$ cat config.mk
export PLATFORM = sky130hd
export DESIGN_NAME = dac_frame_serializer
export DESIGN_NICKNAME = d
export VERILOG_FILES = /design/src/rtl/dac_frame_serializer.sv
export SDC_FILE = /design/constraint.sdc
export NUM_CORES = 1
export LEC_CHECK = 0
export CORE_ASPECT_RATIO = 0.9
export CORE_MARGIN = 2
export CORE_UTILIZATION = 50
export DETAILED_ROUTE_END_ITERATION = 8
export PLACE_DENSITY = 0.85
export RECOVER_POWER = 25
export SYNTH_ARGS = -nofsm -noshare
export SYNTH_HDL_FRONTEND = slang
export SYNTH_SLANG_ARGS = --single-unit
$ cat constraint.sdc
create_clock -name clock -period 2 [get_ports clock]
set_clock_uncertainty 0.15 [all_clocks]
set_input_delay 0.2 -clock clock [delete_from_list [all_inputs] [get_ports clock]]
set_output_delay 0.2 -clock clock [all_outputs]
set_load 0.03 [all_outputs]
$ cat src/rtl/dac_frame_serializer.sv
// dac_frame_serializer
// Serialises one pair of 12-bit samples per valid/ready request into a
// dual-channel SPI-style DAC frame: 16 bits per channel, MSB first, with
// both data lines shifted together on a common SCLK.
// Frame word per channel: {2'b00, pd_mode, sample}.
//
// Ports:
//   clock     system clock, all logic on posedge
//   reset     synchronous active-high reset
//   sample_a  channel A sample (12 bit, unsigned)
//   sample_b  channel B sample (12 bit, unsigned)
//   pd_mode   DAC power-down bits, latched with the samples
//   valid     upstream request qualifier
//   ready     registered; high while idle and able to accept a request
//   done      one-cycle pulse on the cycle sync_n returns high
//   sync_n    DAC frame sync, active low
//   sclk      DAC serial clock, idles high; DAC samples on falling edges
//   dina      serial data, channel A
//   dinb      serial data, channel B
module dac_frame_serializer #(
  parameter int unsigned CLK_DIV    = 4,
  parameter int unsigned GAP_CYCLES = 2
) (
  input  logic        clock,
  input  logic        reset,
  input  logic [11:0] sample_a,
  input  logic [11:0] sample_b,
  input  logic [1:0]  pd_mode,
  input  logic        valid,
  output logic        ready,
  output logic        done,
  output logic        sync_n,
  output logic        sclk,
  output logic        dina,
  output logic        dinb
);

  localparam int unsigned DIV_W  = 8;
  localparam int unsigned BIT_W  = 4;
  localparam int unsigned GAP_W  = 8;
  localparam int unsigned WORD_W = 16;

  localparam logic [DIV_W-1:0] DIV_LAST = DIV_W'(CLK_DIV - 1);
  localparam logic [GAP_W-1:0] GAP_LAST = GAP_W'(GAP_CYCLES - 1);
  localparam logic [BIT_W-1:0] BIT_LAST = BIT_W'(WORD_W - 1);

  typedef enum logic [1:0] {
    IDLE  = 2'd0,
    SHIFT = 2'd1,
    GAP   = 2'd2
  } state_t;

  state_t              state;
  logic [DIV_W-1:0]    div_cnt;
  logic [BIT_W-1:0]    bit_cnt;
  logic [GAP_W-1:0]    gap_cnt;
  logic [WORD_W-1:0]   sh_a;
  logic [WORD_W-1:0]   sh_b;

  // Data lines are the MSB of the shift registers; the registers are
  // cleared outside a frame so the lines idle low without extra flops.
  assign dina = sh_a[WORD_W-1];
  assign dinb = sh_b[WORD_W-1];

  // Frame sequencer: IDLE -> SHIFT -> GAP -> IDLE
  always_ff @(posedge clock) begin
    if (reset) begin
      state   <= IDLE;
      ready   <= 1'b1;
      done    <= 1'b0;
      sync_n  <= 1'b1;
      sclk    <= 1'b1;
      div_cnt <= '0;
      bit_cnt <= '0;
      gap_cnt <= '0;
      sh_a    <= '0;
      sh_b    <= '0;
    end else begin
      done <= 1'b0;
      case (state)
        IDLE: begin
          if (valid) begin
            state   <= SHIFT;
            ready   <= 1'b0;
            sync_n  <= 1'b0;
            sclk    <= 1'b1;
            div_cnt <= '0;
            bit_cnt <= '0;
            sh_a    <= {2'b00, pd_mode, sample_a};
            sh_b    <= {2'b00, pd_mode, sample_b};
          end
        end

        SHIFT: begin
          if (div_cnt == DIV_LAST) begin
            div_cnt <= '0;
            sclk    <= ~sclk;
            // Rising edge: present the next bit, or close the frame after
            // the 16th bit has been sampled.
            if (!sclk) begin
              if (bit_cnt == BIT_LAST) begin
                state   <= GAP;
                sync_n  <= 1'b1;
                sclk    <= 1'b1;
                done    <= 1'b1;
                gap_cnt <= '0;
                sh_a    <= '0;
                sh_b    <= '0;
              end else begin
                bit_cnt <= bit_cnt + BIT_W'(1);
                sh_a    <= {sh_a[WORD_W-2:0], 1'b0};
                sh_b    <= {sh_b[WORD_W-2:0], 1'b0};
              end
            end
          end else begin
            div_cnt <= div_cnt + DIV_W'(1);
          end
        end

        GAP: begin
          if (gap_cnt == GAP_LAST) begin
            state <= IDLE;
            ready <= 1'b1;
          end else begin
            gap_cnt <= gap_cnt + GAP_W'(1);
          end
        end

        default: begin
          state <= IDLE;
          ready <= 1'b1;
        end
      endcase
    end
  end

endmodule

After elaboration in Yosys (flattened, before gate mapping)
Cells that the tools add are included.
{"block": "word_totals", "reg_bits": 58, "inputBits": 29, "output_inout_bits": 6, "word_cells": 82}
{"block": "classes", "n_addsub": 3, "n_eq_ne": 12, "n_mux": 42, "bitwise_logic": 3, "n_reduce_logical": 12}
{"cell": "two-way mux 16 bit", "count": 8}
{"cell": "one-hot mux 16 bit (2 select lines)", "count": 2}
{"cell": "two-way mux 8 bit", "count": 6}
{"cell": "one-hot mux 8 bit (2 select lines)", "count": 2}
{"cell": "AND reduction 5 bit", "count": 4}
{"cell": "adder 8 x 1 -> 8 bit (second input constant)", "count": 2}
{"cell": "two-way mux 4 bit", "count": 4}
{"cell": "!= test 2 bit (second input constant)", "count": 7}
{"cell": "two-way mux 1 bit", "count": 10}
{"cell": "two-way mux 2 bit", "count": 5}
{"cell": "== test 8 x 1 -> 1 bit (second input constant)", "count": 1}
{"cell": "== test 8 x 2 -> 1 bit (second input constant)", "count": 1}
{"cell": "one-hot mux 4 bit (2 select lines)", "count": 1}
{"cell": "one-hot mux 2 bit (3 select lines)", "count": 1}
{"cell": "AND reduction 3 bit", "count": 2}
{"cell": "adder 4 x 1 -> 4 bit (second input constant)", "count": 1}
{"cell": "== test 4 bit (second input constant)", "count": 1}
{"cell": "one-hot mux 1 bit (2 select lines)", "count": 2}
{"cell": "AND reduction 4 bit", "count": 1}
{"cell": "nonzero test 2 bit", "count": 2}
{"cell": "OR reduction 4 bit", "count": 1}
{"cell": "NOT 1 bit", "count": 3}
{"cell": "one-hot mux 1 bit (3 select lines)", "count": 1}
{"cell": "== test 2 x 1 -> 1 bit (second input constant)", "count": 1}
{"cell": "other kinds (3)", "count": 3}

Logic depth before layout (Yosys ltp)
Gate-level depths: netlist of the first run.
{"block": "logic_depth", "ltp_word": 5, "mapped_depth": 7, "ltp_nobuf": 6}

Worst setup path after synthesis of the first run
No wires, ideal clock.
{"block": "synth_path", "path_kind": "register -> register", "from": "register div_cnt[0]", "to": "register bit_cnt[0]", "setup_time_ns": 0.074, "arrival_ns": 1.610, "required_time_ns": 1.776, "path_slack_ns": 0.166, "stages_incl_launch_ff": 6, "path_buffers": 0, "synth_period_minus_slack_ns": 1.834, "cell_sequence": "dfxtp_1 > ha_1 > nor4b_4 > nand2_2 > or4_1 > a31oi_1"}
{"block": "synth_between", "elab_chain_cells": 3}
{"item": "start: declaration", "line": "54", "source": "logic [DIV_W-1:0] div_cnt;"}
{"item": "start signal: assignment", "line": "116", "source": "div_cnt <= div_cnt + DIV_W'(1);"}
{"item": "== test 8 x 2 -> 1 bit", "line": "95", "source": "if (div_cnt == DIV_LAST) begin"}
{"item": "!= test 2 bit (no source line)"}
{"item": "AND reduction 5 bit (no source line)"}
{"item": "end signal: assignment", "line": "110", "source": "bit_cnt <= bit_cnt + BIT_W'(1);"}
{"item": "end: declaration", "line": "55", "source": "logic [BIT_W-1:0] bit_cnt;"}
Every way passes these cells.
A chain may end at the register's enable or synchronous reset.

Worst setup path after layout of the first run
Ends and elaborated chain as after synthesis.

==> results of run 1 <==
[per-stage QoR]
step | area (µm²) | util
final | 3340 | 0.679
after CTS | 3310 | 0.673
after global routing | 3340 | 0.679
after detailed placement | 3070 | 0.623
after floorplan | 2580 | -
after global placement | 3070 | 0.623
[critical path: stages (launching register included)]
cell and delay (ns):
dfxtp_1 0.35, ha_1 0.17, nor4b_4 0.34, nand2_2 0.14, or4_1 0.50, a31oi_1 0.19
[state kept, by name, indices dropped and copies added, names as in the netlist]
register,cells
gap_cnt,8
ready,1
sclk,1
bit_cnt,4
state,2
sh_a,16
div_cnt,8
sync_n,1
sh_b,16
done,1
[per-layer routing]
layer | part of all wire | up-vias
li1 | - | 1204
met4 | 0.016 | 0
met3 | 0.054 | 10
met1 | 0.44 | 1152
met2 | 0.49 | 69
met5 | 0 | -
[worst max-delay path by stage]
stage | start | slack [ns] | to | cells past startpoint
2_1_floorplan | div_cnt[0] | 0.17 | bit_cnt[0] | 5
3_3_place_gp | div_cnt[1] | 0.14 | bit_cnt[0] | 5
3_5_place_dp | div_cnt[1] | 0.05 | gap_cnt[3] | 5
4_1_cts | div_cnt[1] | 0.01 | bit_cnt[0] | 5
5_1_grt | div_cnt[1] | 0.0002 | bit_cnt[0] | 5
6_report | div_cnt[0] | 0.08 | bit_cnt[0] | 5
[where the power goes]
group | leakage (nW) | internal [mW] | switching, mW
Sequential | 0.473 | 1.20 | 0.0240
Clock | 0.121 | 0.865 | 0.461
Combinational | 0.546 | 0.133 | 0.137
[synth_stat cells (all sizes together)]
cell type  count  area share
o21ai         38       0.074
a221o          1      0.0039
a21bo          1      0.0039
a41oi          2      0.0068
clkbuf        19       0.028
inv            2      0.0029
nor4           1      0.0048
nor3           4      0.0078
a311oi         6       0.020
o21ba          1      0.0039
a21oi         37       0.072
buf            4       0.011
nor4b          2       0.013
o31a           1      0.0034
or3b           1      0.0034
nand4b         1      0.0034
o31ai          3      0.0087
o211ai         2      0.0058
nand2         19       0.029
nor2b          4      0.0097
nand3b         3      0.0087
and4           2      0.0068
a22oi         27       0.078
xor2           4       0.014
a211oi         1      0.0029
a21o           1      0.0029
o41ai          1      0.0034
nand2b         3      0.0073
xnor2          1      0.0034
or4            1      0.0029
nand4          6       0.015
nor3b          2      0.0058
nand3          7       0.014
or3            1      0.0024
ha             4       0.019
a31oi          6       0.015
dfxtp         58        0.45
o21bai         2      0.0058
nor2          12       0.017
o311ai         1      0.0034
and3           4      0.0097
[logic make-up after synthesis]
| kind of cell | after synthesis |
|---|---|
| AOI/OAI and AO/OA | 131 |
| xor gates and xnor gates | 5 |
| adders and majority gates | 4 |
| buffers and inverters | 25 |
| DFF | 58 |
| and+or+nand+nor | 73 |
[final cells by class]
| cell class | count | area share |
|---|---|---|
| multi-input combinational | 213 | 0.400 |
| clock buffer | 12 | 0.0434 |
| timing repair buffer | 51 | 0.152 |
| inverter | 2 | 0.00225 |
| clock inverter | 4 | 0.0296 |
| sequential | 58 | 0.348 |
| tap | 65 | 0.0243 |
[cells in the final DEF, fill, tap and decap left out, types with 4 or more instances in the layout]
master	instances
o21ai_1	4
a31oi_1	6
nand2_1	18
clkdlybuf4s50_1	33
o21ai_0	34
a21oi_1	36
clkbuf_8	10
nor2_1	12
nand4_1	6
a311oi_1	6
buf_4	12
ha_1	4
nand3_1	7
and3_1	4
xor2_1	4
a22oi_1	27
nor2b_1	4
buf_12	4
dfxtp_1	57
[timing repair]
item,4_1_cts,5_1_grt
hold endpoints to repair,0,0
buffers inserted,0,3
setup endpoints to repair,0,19
resized for setup,0,3
==> metrics.md, run 1 <==
| Metric | Value |
|---|---|
| Grt ovf | `0` |
| Crit. End Element | `flop` |
| Clk sink count | `58` |
| Cell Area, Synth | `0.00258 mm²` |
| Gr busiest metal | `met2` |
| Clock buffer count from CTS | `9` |
| Min-delay src | `reset` |
| Pwr Total | `between 2 and 3 mW` |
| Syn avg cell area | `8.72 µm²` |
| Share of layout cells above drive strength 1 | `0.121` |
| Slew @ Worst Pin | `roughly 0.60 ns` |
| Max Cap Viol | `0` |
| Total global-route track usage | `0.230` |
| GPL Wtd Cong | `approximately 0.84` |
| Slew Limit Fails | `0` |
| Residual DRC | `0` |
| GR Layer Usage met1 | `0.287` |
| Synth warn | `0` |
| Syn_nets | `329` |
| First-pass GRT wire length | `10.3 mm` |
| Mapped Cells | `296` |
| Vias in the first global route | `2276` |
| Simple-gate share of the synthesized area | `0.159` |
| 1st-pass router iterations | `4` |
| Starting DRT DRC Count | `between 200 and 250` |
| Synth Area in Compound Gates | `0.313` |
| CTS root buf | `clkbuf_8` |
| H-Tree Depth | `3` |
| Reg2Reg Setup Slack | `0.08 ns` |
| Place WS | `around 0.046 ns` |
| Yosys cell types | `45` |
| Peak VDD IR | `~0.47 mV` |
| Maximum clock path buffer count | `2` |
| Die ar. | `roughly 0.0058 mm²` |
| Detailed placement HPWL | `approximately 4 mm` |
| Placed cells | `just under 400` |
| Wire length per cell | `around 16 µm` |
| Die span in x | `79.8 µm` |
| Adder-cell share of the synthesized area | `0.0194` |
| Layout area overhead | `29.5%` |
| Crit Reg-Reg Endpoint | `bit_cnt[0]` |
| Vias/cell | `around 6` |
| M2 GR Usage | `0.367` |
| WHS | `between 0.2 and 0.25 ns` |
| Max frequency | `about 520 MHz` |
| Fin. Hold Viols | `0` |
| CORE AREA | `just under 0.005 mm²` |
| Vias | `2435` |
| Crit Path Class | `flop to flop` |
| CP required | `about 2.1 ns` |
| FF-to-FF path depth | `5` |
| WHS Endpoint | `div_cnt[1]` |
| CTS tree | `done` |
| Die Ht | `roughly 72 µm` |
| Std cell rows | `24` |
| RSZ-0062 raised after global routing | `false` |
| Crit start category | `flop` |
| Count of final setup violators | `0` |
| Clock Latency Late Sink | `about 0.34 ns` |
| Outcome | `finished clean` |
| Synthesized flop and latch total | `58` |
| Multi-input gate area | `roughly 0.0013 mm²` |
| Initial antenna violation count | `0` |
| Period minus WS final | `around 1.9 ns` |
| PD cells | `about 840 mW/mm²` |
| R2R Path Start | `div_cnt[0]` |
| Final WS setup | `~0.076 ns` |
| Non-Filler Instances | `405` |
| Fin nets | `about 370` |
| Largest family of logic cells by synthesized area | `compound AO/OA/AOI/OAI gates` |
| Antenna diodes | `0` |
| Setup TNS | `0 ns` |
| Area occupied by registers | `0.00116 mm²` |
| Worst Hold Class | `input port to flop` |
| Largest net degree at the start of global routing | `33` |
| Fill cell count | `between 300 and 400` |
| CP Max Fanout | `6` |
| Initial Util | `0.524` |
| Leak | `about 1.1 nW` |
| # port buffers | `34` |
| XOR/XNOR Fraction of Synth Area | `0.0170` |
| Clk slew on worst S/H paths | `~0.06 ns` |
| Mux share of post-synthesis cell area | `0` |
| CP arrival | `around 2.0 ns` |
| Hold Path Cell Cnt | `2` |
| Detailed Route WL | `approximately 6.3 mm` |
| Period utilisation layout | `0.962` |
| Slew Limit Headroom | `0.599` |
| Sequential share of the synthesized area | `0.450` |
| # hold bufs at CTS | `0` |
| Final antenna-violating net count | `0` |
| Grt met3 use | `0.0796` |
| Num ports | `35` |
(Power assumes the default switching activity.)
==> inputs of run 2 (changes only) <==
--- a/config.mk
+++ b/config.mk
@@ -9,6 +9,7 @@
 export CORE_MARGIN = 2
 export CORE_UTILIZATION = 50
 export DETAILED_ROUTE_END_ITERATION = 8
+export MAX_ROUTING_LAYER = met4
 export PLACE_DENSITY = 0.85
 export RECOVER_POWER = 25
 export SYNTH_ARGS = -nofsm -noshare
==> run 2 against run 1 <==
Effect of this change:
- wire length is 0.30% lower
- sequential share of layout area stayed put
- via count is 0.37% lower
- core utilization stayed put
- sequential power hardly changed
- worst hold slack worse by 0.0065 ns
- register-to-register slack hardly changed
- global-route usage is 0.69 points higher
- clock-buffer cell count stayed put
- setup slack better by 0.0040 ns
- critical path type unchanged
==> metrics.md, run 2 (same netlist as run 1, synthesis figures left out) <==
| Metric | Value |
|---|---|
| Vias in the first global route | `2281 (+0.22%)` |
| CORE AREA | `0.00492 mm² (unchanged)` |
| Die ar. | `0.00576 mm² (unchanged)` |
| 1st-pass router iterations | `4 (unchanged)` |
| CP required | `2.11 ns (about the same)` |
| Setup TNS | `0 ns (unchanged)` |
| Clock buffer count from CTS | `9 (unchanged)` |
| Maximum clock path buffer count | `2 (unchanged)` |
| Placed cell areas | `0.00307 mm² (unchanged)` |
| Fin. Hold Viols | `0 (unchanged)` |
| CTS root buf | `clkbuf_8` |
| Share of layout cells above drive strength 1 | `0.121 (unchanged)` |
| Slew @ Worst Pin | `0.585 ns (-0.0161 ns)` |
| Largest net degree at the start of global routing | `33 (unchanged)` |
| Largest registers | `sh_a x16, sh_b x16` |
| H-Tree Depth | `3 (unchanged)` |
| RSZ-0062 raised after global routing | `false` |
| Commonest non-fill, non-tap cells in the layout | `57 x dfxtp_1, 36 x a21oi_1, 34 x o21ai_0` |
| Std cell rows | `24 (unchanged)` |
| Hold Path Cell Cnt | `2 (unchanged)` |
| Max Cap Viol | `0 (unchanged)` |
| Starting DRT DRC Count | `231 (+1.8%)` |
| Wire length per cell | `15.6 µm (-0.30%)` |
| Detailed Route WL | `6.30 mm (-0.30%)` |
| Period minus WS final | `1.92 ns (-0.00398 ns)` |
| Crit start category | `flop` |
| Num ports | `35 (unchanged)` |
| FF-to-FF path depth | `5 (unchanged)` |
| First-pass GRT wire length | `10.3 mm (unchanged)` |
| Slew Limit Headroom | `0.610 (+0.0107)` |
| Antenna diodes | `0 (unchanged)` |
| Fill cell count | `394 (unchanged)` |
| Clk slew on worst S/H paths | `0.06 ns (about the same)` |
| Design Area, Final | `0.00334 mm² (unchanged)` |
| WHS Endpoint | `div_cnt[1]` |
| Period utilisation layout | `0.960 (-0.00199)` |
| Die Ht | `72.2 µm (unchanged)` |
| Initial Util | `0.524 (unchanged)` |
| Vias | `2426 (-0.37%)` |
| Crit Reg-Reg Endpoint | `bit_cnt[0]` |
| # port buffers | `34 (unchanged)` |
| Crit. End Element | `flop` |
| Fin nets | `368 (unchanged)` |
| Crit Path Class | `flop to flop` |
| Final antenna-violating net count | `0 (unchanged)` |
| Die span in x | `79.8 µm (unchanged)` |
| CP Max Fanout | `6 (unchanged)` |
| GPL Wtd Cong | `0.856 (+1.6%)` |
| PD cells | `843 mW/mm² (about the same)` |
| Vias/cell | `5.99 (-0.37%)` |
| Outcome | `finished clean` |
| Reg2Reg Setup Slack | `0.08 ns (about the same)` |
| Count of final setup violators | `0 (unchanged)` |
| CTS tree | `done` |
| # hold bufs at CTS | `0 (unchanged)` |
| CP arrival | `2.03 ns (about the same)` |
| Clk sink count | `58 (unchanged)` |
| Leak | `1.14 nW (unchanged)` |
| Total global-route track usage | `0.237 (+0.00687)` |
| Max frequency | `521 MHz (+0.21%)` |
| Clock Latency Late Sink | `0.34 ns (about the same)` |
| Worst Hold Class | `input port to flop` |
| Slew Limit Fails | `0 (unchanged)` |
| Layout area overhead | `29.5% (unchanged)` |
| Min-delay src | `reset` |
| Peak VDD IR | `0.464 mV (-0.30%)` |
| Initial antenna violation count | `0 (unchanged)` |
| Residual DRC | `0 (unchanged)` |
| R2R Path Start | `div_cnt[0]` |
| Grt ovf | `0 (unchanged)` |
| Commonest non-fill, non-tap cell in the layout | `dfxtp_1` |
| Detailed placement HPWL | `3.98 mm (unchanged)` |
## run 2: cell counts in the layout (fill, tap and decap cells not counted)
No cell type changed its count.
## run 2: what timing repair did
| action | 4_1_cts | 5_1_grt |
|---|---|---|
| buffers inserted | 0 | 3 |
| endpoints found under the setup margin | 0 | 19 |
| gates resized for setup | 0 | 3 |
| endpoints found under the hold margin | 0 | 0 |
## run 2: where the power goes
group / internal [mW] / total [mW] / leakage [nW] / switching [mW]
combinational: 0.133 / 0.270 / 0.546 / 0.137
clock: 0.865 / 1.33 / 0.121 / 0.462
sequential: 1.20 / 1.22 / 0.473 / 0.0239
total: 2.19 / 2.82 / 1.14 / 0.623
## run 2: through the flow
step | utilization | hold slack, ns | power [mW] | std cells | setup slack, ns
after floorplan | - | 0.202 | 1.38 | 296 | 0.166
after global placement | 0.623 | 0.290 | 1.51 | 386 | 0.143
after detailed placement | 0.623 | 0.294 | 1.51 | 386 | 0.0464
after CTS | 0.673 | 0.182 | 2.83 | 402 | 0.0101
after global routing | 0.679 | 0.218 | 2.91 | 405 | 0.000282
final | 0.679 | 0.199 | 2.82 | 405 | 0.0798
## run 2: layout make-up
type | instances | area, µm² | area share
clock buffer | 12 | 145 | 0.0434
clock inverter | 4 | 98.8 | 0.0296
inverter | 2 | 7.51 | 0.00225
multi-input combinational | 213 | 1340 | 0.400
sequential | 58 | 1160 | 0.348
tap | 65 | 81.3 | 0.0243
timing repair buffer | 51 | 509 | 0.152
## run 2: critical path, stage by stage (launching register included)
cell and delay, ns:
dfxtp_1 0.35, ha_1 0.17, nor4b_4 0.35, nand2_2 0.14
or4_1 0.50, a31oi_1 0.19
## run 2: per-layer routing
metal / wire length, µm / GRT usage / share of wire / vias up
li1: - / - / - / 1200
met1: 2800 / 0.285 / 0.44 / 1142
met2: 3080 / 0.369 / 0.49 / 70
met3: 317 / 0.0796 / 0.050 / 14
met4: 111 / 0.0923 / 0.018 / 0
met5: 0 / - / 0 / -
## run 2: worst max path at each step
stage | from | to | slack [ns] | cells past startpoint
5_1_grt | div_cnt[1] | bit_cnt[0] | 0.0003 | 5
4_1_cts | div_cnt[1] | bit_cnt[0] | 0.01 | 5
3_3_place_gp | div_cnt[1] | bit_cnt[0] | 0.14 | 5
2_1_floorplan | div_cnt[0] | bit_cnt[0] | 0.17 | 5
3_5_place_dp | div_cnt[1] | gap_cnt[3] | 0.05 | 5
6_report | div_cnt[0] | bit_cnt[0] | 0.08 | 5
